**config.mk**
```make
export PLATFORM = sky130hd
export DESIGN_NAME = score_gen
export DESIGN_NICKNAME = d
export VERILOG_FILES = /design/src/rtl/score_gen.sv
export SDC_FILE = /design/constraint.sdc
export NUM_CORES = 1
export LEC_CHECK = 0
export BUFFER_PORTS_ARGS = -buffer_cell sky130_fd_sc_hd__buf_4
export CAP_MARGIN = 20
export CORE_MARGIN = 1.5
export CORE_UTILIZATION = 54
export CTS_CLUSTER_DIAMETER = 100
export DETAILED_ROUTE_END_ITERATION = 10
export PLACE_DENSITY = 0.87
export REMOVE_ABC_BUFFERS = 1
export SLEW_MARGIN = 20
export SYNTH_ARGS = -nofsm -noshare
export SYNTH_HDL_FRONTEND = slang
export SYNTH_SLANG_ARGS = --single-unit
```
**constraint.sdc**
```tcl
create_clock -name clk -period 8.05 [get_ports clk]
set_input_delay 1.2075 -clock clk [delete_from_list [all_inputs] [get_ports clk]]
set_output_delay 1.2075 -clock clk [all_outputs]
set_load 0.02 [all_outputs]
```
**src/rtl/score_gen.sv**
```systemverilog
// -----------------------------------------------------------------------------
// score_gen
//   Running score counter and on-screen renderer for a 5-digit decimal score.
//   The score advances by one point every TICKS_PER_POINT qualifying frame
//   ticks. It is kept in BCD and saturates at 99999.
//   black_score is a zero-latency pixel mask. It is computed combinationally
//   from h_cnt/v_cnt and registered state, so it lines up with other layers.
//
//   Optional feature (macro SCORE_GEN_HI_SCORE_EN):
//     Adds a high-score register, loaded on the rising edge of game_over when
//     the current score is larger. It appears on hi_bcd and is drawn
//     24*SCALE pixels left of the score field.
// -----------------------------------------------------------------------------
module score_gen #(
    parameter logic [9:0] SCORE_X         = 10'd540,
    parameter logic [9:0] SCORE_Y         = 10'd16,
    parameter int         SCALE           = 2,
    parameter int         TICKS_PER_POINT = 6
) (
    input  logic        clk,
    input  logic        rst_n,
    input  logic        frame_tick,
    input  logic        running,
    input  logic        game_over,
    input  logic        restart,
    input  logic [9:0]  h_cnt,
    input  logic [9:0]  v_cnt,
    output logic        black_score,
    output logic [19:0] score_bcd
`ifdef SCORE_GEN_HI_SCORE_EN
    ,
    output logic [19:0] hi_bcd
`endif
);

    // Geometry is evaluated in 12 bits, so the field edges and the
    // high-score offset cannot overflow.
    localparam logic [5:0]  TICK_LAST = 6'(TICKS_PER_POINT - 1);
    localparam logic [11:0] SCALE_W   = 12'(SCALE);
    localparam logic [11:0] FIELD_X   = {2'b00, SCORE_X};
    localparam logic [11:0] FIELD_Y   = {2'b00, SCORE_Y};
    localparam logic [19:0] SCORE_MAX = 20'h99999;
`ifdef SCORE_GEN_HI_SCORE_EN
    localparam logic [11:0] HI_OFF    = 12'(24 * SCALE);
`endif

    // ------------------------------------------------------------------
    // Helper functions
    // ------------------------------------------------------------------

    // Decimal increment with a per-digit ripple carry.
    function automatic logic [19:0] bcd_inc(input logic [19:0] val);
        logic [19:0] res;
        logic        carry;
        res   = 20'h00000;
        carry = 1'b1;
        for (int i = 0; i < 5; i++) begin
            if (carry) begin
                if (val[4*i +: 4] == 4'd9) begin
                    res[4*i +: 4] = 4'd0;
                end else begin
                    res[4*i +: 4] = val[4*i +: 4] + 4'd1;
                    carry         = 1'b0;
                end
            end else begin
                res[4*i +: 4] = val[4*i +: 4];
            end
        end
        return res;
    endfunction

    // Returns 1 when a > b. The first differing digit, scanning from the
    // MSD, decides the result.
    function automatic logic bcd_gt(input logic [19:0] a, input logic [19:0] b);
        logic gt;
        logic decided;
        gt      = 1'b0;
        decided = 1'b0;
        for (int i = 4; i >= 0; i--) begin
            if (!decided && (a[4*i +: 4] != b[4*i +: 4])) begin
                decided = 1'b1;
                gt      = (a[4*i +: 4] > b[4*i +: 4]);
            end else begin
                decided = decided;
            end
        end
        return gt;
    endfunction

    // 3x5 font. Bit 2 of each row is the leftmost cell.
    function automatic logic [2:0] glyph_row(input logic [3:0] dgt, input logic [2:0] row);
        logic [14:0] g;
        logic [2:0]  bits;
        case (dgt)
            4'd0:    g = {3'o7, 3'o5, 3'o5, 3'o5, 3'o7};
            4'd1:    g = {3'o2, 3'o6, 3'o2, 3'o2, 3'o7};
            4'd2:    g = {3'o7, 3'o1, 3'o7, 3'o4, 3'o7};
            4'd3:    g = {3'o7, 3'o1, 3'o7, 3'o1, 3'o7};
            4'd4:    g = {3'o5, 3'o5, 3'o7, 3'o1, 3'o1};
            4'd5:    g = {3'o7, 3'o4, 3'o7, 3'o1, 3'o7};
            4'd6:    g = {3'o7, 3'o4, 3'o7, 3'o5, 3'o7};
            4'd7:    g = {3'o7, 3'o1, 3'o1, 3'o1, 3'o1};
            4'd8:    g = {3'o7, 3'o5, 3'o7, 3'o5, 3'o7};
            4'd9:    g = {3'o7, 3'o5, 3'o7, 3'o1, 3'o7};
            default: g = 15'd0;
        endcase
        case (row)
            3'd0:    bits = g[14:12];
            3'd1:    bits = g[11:9];
            3'd2:    bits = g[8:6];
            3'd3:    bits = g[5:3];
            3'd4:    bits = g[2:0];
            default: bits = 3'b000;
        endcase
        return bits;
    endfunction

    // Digit idx of a 5-digit BCD value. Index 0 is the most significant digit.
    function automatic logic [3:0] pick_digit(input logic [19:0] val, input logic [2:0] idx);
        logic [3:0] d;
        case (idx)
            3'd0:    d = val[19:16];
            3'd1:    d = val[15:12];
            3'd2:    d = val[11:8];
            3'd3:    d = val[7:4];
            3'd4:    d = val[3:0];
            default: d = 4'd0;
        endcase
        return d;
    endfunction

    // Pixel lookup for a 5-digit field whose left edge sits at FIELD_X.
    // The caller pre-shifts hx to place the field elsewhere. Each digit is
    // 4 cells wide, including its trailing gap cell.
    function automatic logic field_pixel(input logic [11:0] hx,
                                         input logic [11:0] vy,
                                         input logic [19:0] val);
        logic [11:0] rel_x;
        logic [11:0] rel_y;
        logic [11:0] cell_x;
        logic [11:0] cell_y;
        logic [2:0]  bits;
        logic        pix;
        rel_x  = 12'd0;
        rel_y  = 12'd0;
        cell_x = 12'd0;
        cell_y = 12'd0;
        bits   = 3'b000;
        pix    = 1'b0;
        if ((hx >= FIELD_X) && (vy >= FIELD_Y)) begin
            rel_x  = hx - FIELD_X;
            rel_y  = vy - FIELD_Y;
            cell_x = rel_x / SCALE_W;
            cell_y = rel_y / SCALE_W;
            if ((cell_x < 12'd20) && (cell_y < 12'd5) && (cell_x[1:0] != 2'd3)) begin
                bits = glyph_row(pick_digit(val, cell_x[4:2]), cell_y[2:0]);
                case (cell_x[1:0])
                    2'd0:    pix = bits[2];
                    2'd1:    pix = bits[1];
                    2'd2:    pix = bits[0];
                    default: pix = 1'b0;
                endcase
            end else begin
                pix = 1'b0;
            end
        end else begin
            pix = 1'b0;
        end
        return pix;
    endfunction

    // ------------------------------------------------------------------
    // State
    // ------------------------------------------------------------------
    logic [5:0]  tick_q,  tick_d;
    logic [19:0] score_q, score_d;
    logic        arm_q,   arm_d;     // blocks tick counting in the first cycle after reset release
    logic        count_s;
`ifdef SCORE_GEN_HI_SCORE_EN
    logic [19:0] hi_q,    hi_d;
    logic        go_q,    go_d;      // previous game_over, for rising-edge detection
`endif

    // Next-state logic: restart wins over ticks, and the score saturates at 99999.
    always_comb begin
        tick_d  = tick_q;
        score_d = score_q;
        arm_d   = 1'b1;
        count_s = frame_tick & running & ~game_over & arm_q;
        if (restart) begin
            tick_d  = 6'd0;
            score_d = 20'h00000;
        end else if (count_s) begin
            if (tick_q == TICK_LAST) begin
                tick_d = 6'd0;
                if (score_q != SCORE_MAX) begin
                    score_d = bcd_inc(score_q);
                end else begin
                    score_d = score_q;
                end
            end else begin
                tick_d = tick_q + 6'd1;
            end
        end else begin
            tick_d  = tick_q;
            score_d = score_q;
        end
    end

`ifdef SCORE_GEN_HI_SCORE_EN
    // High score takes the current score when a game ends with a better result.
    always_comb begin
        go_d = game_over;
        if (game_over && !go_q && bcd_gt(score_q, hi_q)) begin
            hi_d = score_q;
        end else begin
            hi_d = hi_q;
        end
    end
`endif

    // State registers with asynchronous clear.
    always_ff @(posedge clk or negedge rst_n) begin
        if (!rst_n) begin
            tick_q  <= 6'd0;
            score_q <= 20'h00000;
            arm_q   <= 1'b0;
`ifdef SCORE_GEN_HI_SCORE_EN
            hi_q    <= 20'h00000;
            go_q    <= 1'b0;
`endif
        end else begin
            tick_q  <= tick_d;
            score_q <= score_d;
            arm_q   <= arm_d;
`ifdef SCORE_GEN_HI_SCORE_EN
            hi_q    <= hi_d;
            go_q    <= go_d;
`endif
        end
    end

    assign score_bcd = score_q;
`ifdef SCORE_GEN_HI_SCORE_EN
    assign hi_bcd    = hi_q;
`endif

    // Pixel mask: zero latency from the beam position and registered score.
    always_comb begin
        black_score = field_pixel({2'b00, h_cnt}, {2'b00, v_cnt}, score_q);
`ifdef SCORE_GEN_HI_SCORE_EN
        black_score = black_score |
                      field_pixel({2'b00, h_cnt} + HI_OFF, {2'b00, v_cnt}, hi_q);
`endif
    end

endmodule

```
==> results list <==
* Result of the run: completed
- In the routed layout, each cell is associated on average with a via count of 5.872.
* Overflow left after global routing: 0
* Clock network fraction of design power: 0.158
* Setup tns final: 0 ns
- Detailed placer's ending HPWL: 3.707 mm
- The congestion estimate from routability-driven global placement came to 0.8369.
- Yosys mapped a number of flops with a built-in enable equal to 0.
* Post-Syn Area: 2210 um2
- The filler cells instantiated in the layout total 340.
* Share of the synthesized area in the top cell type: 0.3058
* Post-route DRC: 0
- Timing would allow up to 179.2 MHz.
- Of the cells placed in the final design, the portion with a size suffix greater than 1 is 0.2150.
* Clock skew: 0.009439 ns
- Of the total synthesized cell area, the portion taken by AND, OR, NAND and NOR gates is 0.2576.
- After synthesis, the mean cell area works out to 8.803 um2.
- Across every metal layer, demand over resource in global routing totals 0.2295.
- Number of buffers created by CTS: 3
- Post-CTS repair changed the size of 0 cells.
* Worst Hold Margin: 0.5573 ns
* Synthesized instance count: 251
* First-pass GRT wire length: 7.983 mm
- Of the total synthesized cell area, the portion taken by XOR and XNOR cells is 0.03624.
- In this run the count of I/O pins placed on the die edge is 47.
* Final core area utilization: 0.6619
- Sequential area share after synthesis: 0.3058
- The routed layout has 2,014 vias.
- The worst setup path is captured at a primary output.
* Die Height: 66.97 um
* Setup Buffers After CTS: 0
* Smallest setup slack after layout: 2.470 ns
* Hold EP: score_bcd[3]
* CP Data Arrival Time: 4.37 ns
- Most used cells in the layout excluding fill and tap cells: sky130_fd_sc_hd__buf_4 (44), sky130_fd_sc_hd__dfrtp_1 (27), sky130_fd_sc_hd__nand2_1 (24)
- The setup path with the least slack is of type primary input to primary output.
- The initial antenna violation count is 0.
- The number of hold violations in the final report was 0.
* Adder-Cell Fraction of Synth Area: 0.1076
* Fin. max-slew vios: 0
- The core region is 3971 um2.
- Setup violations remaining at the end of the flow were counted as 0.
- The number of global-route vias before repair was 1,829.
- Detailed Routing Iterations Pass 1: 4
- The critical path starts at h_cnt[2].
- Worst R2R Start: tick_q[1]
* Clock insertion delay at the later pin of the skew report: 0.28 ns
- CTS built an H-tree with a depth of 1.
* Cell depth of the worst min-delay path: 1
- Main flop type after synthesis: sky130_fd_sc_hd__dfrtp_1
- For the worst flop-to-flop path, the logic depth is 8.
- sky130_fd_sc_hd__dfrtp_1 takes more of the synthesized area than any other cell.
* Commonest non-fill, non-tap cell in the layout: sky130_fd_sc_hd__buf_4
* Yosys reg bits: 27
* Clock transition at path regs: 0.09 ns
* CP startpoint kind: primary input
- Internal power comes to 298.8 uW.
- Crit path max fanout: 9
- Compound-cell area share of the yosys netlist: 0.1806
* Syn. warnings: 0
* Count of port buffers added during placement: 44
* Unrepaired setup endpoints after global routing: false
* Switching Share: 0.4204
- Synth async-reset ratio: 1.000
- The startpoint identified for the worst hold timing path is score_bcd[3].
* Worst relative slew slack: 0.5932
* Total power per unit cell area: 196.1 nW/um2
- Path category of the worst min-delay check: flop to flop
* Multiplexer fraction of the synthesized cell area: 0.08154
- Die span in x: 66.97 um
- Of the total power, registers draw 0.397.
* Net count of the finished layout: 339
- Switch Pwr: 216.7 uW
- For the pin with the worst max-slew slack, the measured transition is 0.6078 ns.
- OpenSTA, run right after detailed placement, puts the worst setup slack at 2.486 ns.
* Count of different cell masters after synthesis: 50
* Reg-to-reg endpoint: score_bcd[16]
- Part of the power in combinational logic: 0.445
- In this run the core area contains 23 standard-cell rows.
- The number of antenna diodes in the final layout is 0.
- Effective utilization at floorplan: 0.5564
* Final critical path time including I/O delays and setup: 5.580 ns
* Max-Cap Viols: 0
* Period utilisation layout: 0.6932
- Main combinational cell family by area after synthesis: simple AND/OR/NAND/NOR gates
* Total Power: 515.4 uW
* Maximum buffer depth of the clock tree: 2
- The tree built by TritonCTS fans out to 27 sinks.
* Post-Route WL: 4.985 mm
- Entering global routing, the biggest net connects 28 pins.
- Number of nets with antenna violations after detailed routing: 0
- By area the synthesized netlist is led by sky130_fd_sc_hd__dfrtp_1 (31%), sky130_fd_sc_hd__ha_1 (11%), sky130_fd_sc_hd__o21ai_0 (5.2%).
- The detailed router finished its first iteration with 116 violations.
- Hold repair after CTS inserted 0 buffers.
- Flop2flop setup slack: 5.34 ns
- IR analysis of the VDD net gives a maximum drop of 0.1449 mV.
* Post-detailed-route wirelength per cell: 14.53 um
* Synth-to-Final Area Change: 18.97%
- The tree is rooted in a sky130_fd_sc_hd__clkbuf_8.
- Data required, critical path: 6.84 ns
* P_leak: 0.001178 uW
- TritonCTS built the clock tree.
- The die covers 4484 um2.
[worst max-delay path, cell delays in order]
cell                       delay [ns]
sky130_fd_sc_hd__buf_4           0.13
sky130_fd_sc_hd__nand3_2         0.16
sky130_fd_sc_hd__xnor2_4         0.37
sky130_fd_sc_hd__mux2i_1         0.22
sky130_fd_sc_hd__o21ai_0         0.09
sky130_fd_sc_hd__a22oi_1         0.41
sky130_fd_sc_hd__inv_1           0.15
sky130_fd_sc_hd__ha_1            0.27
sky130_fd_sc_hd__nor2b_1         0.14
sky130_fd_sc_hd__a22o_1          0.23
sky130_fd_sc_hd__a211o_1         0.29
sky130_fd_sc_hd__a221o_1         0.33
sky130_fd_sc_hd__a311oi_2        0.19
sky130_fd_sc_hd__buf_4           0.18
[flip-flops by register name, indices dropped and copies added (netlist names)]
signal,flops
arm_q,1
score_bcd,20
tick_q,6
[cells by family (layout without fill, tap and decap cells)]
logic type / after synthesis / after routing
simple gates: 105 / 105
mux: 15 / 15
flops: 27 / 27
other cells: 1 / 1
compound gates: 60 / 60
xor+xnor: 7 / 7
fa+ha+maj: 19 / 19
buf+inv: 17 / 59
[area by class of cell]
cell class	count	area, um2	area share
Timing Repair Buffer	44	330.3	0.1257
Sequential cell	27	675.6	0.2570
Clock inverter	1	7.507	0.002856
Inverter	11	41.29	0.01571
Clock buffer	3	41.29	0.01571
Tap cell	50	62.56	0.02380
Multi-Input combinational cell	207	1470	0.5593
[Yosys cell counts (3+ instances only)]
master                      number
sky130_fd_sc_hd__inv_1          11
sky130_fd_sc_hd__nor2_1         20
sky130_fd_sc_hd__nor3b_1         3
sky130_fd_sc_hd__nand2_1        24
sky130_fd_sc_hd__xor2_1          3
sky130_fd_sc_hd__nor3_1          5
sky130_fd_sc_hd__nand3_1         9
sky130_fd_sc_hd__clkbuf_1        4
sky130_fd_sc_hd__nand2b_1       11
sky130_fd_sc_hd__a211oi_1        3
sky130_fd_sc_hd__a21oi_1         7
sky130_fd_sc_hd__o2111ai_1       5
sky130_fd_sc_hd__o21ai_0        23
sky130_fd_sc_hd__mux2i_1         9
sky130_fd_sc_hd__or2_2           5
sky130_fd_sc_hd__nand4_1         4
sky130_fd_sc_hd__xnor2_1         3
sky130_fd_sc_hd__o31ai_1         6
sky130_fd_sc_hd__a22oi_1         3
sky130_fd_sc_hd__mux2_2          4
sky130_fd_sc_hd__nand3b_1        3
sky130_fd_sc_hd__nand4b_1        3
sky130_fd_sc_hd__and3b_1         4
sky130_fd_sc_hd__nor2b_1         3
sky130_fd_sc_hd__ha_1           19
sky130_fd_sc_hd__dfrtp_1        27
[how the worst max path moves through the flow]
stage | end | depth (start not counted)
after floorplan | black_score | 12
after global placement | black_score | 14
after detailed placement | black_score | 14
after CTS | black_score | 14
after global routing | black_score | 12
final | black_score | 14
[metrics by stage]
stage	instances	cell area, um2
CTS	343	2629
global placement	339	2580
detailed placement	339	2580
floorplan	245	2187
finish	343	2629
global route	343	2629
[per-layer routing]
metal,global-route usage,routed length [um],vias up
li1,-,-,1002
met1,0.2860,2245,939
met2,0.4188,2452,71
met3,0.03209,271,2
met4,0.04847,15,0
met5,0,0,-
[power groups by stage]
stage	registers [uW]	clock network [uW]	logic, uW
floorplan	225	0	120
global placement	206	0	220
detailed placement	207	0	228
CTS	204	81.8	230
global route	211	88.7	254
finish	205	81.2	229
Note: power is estimated with default switching activity, not from simulation.
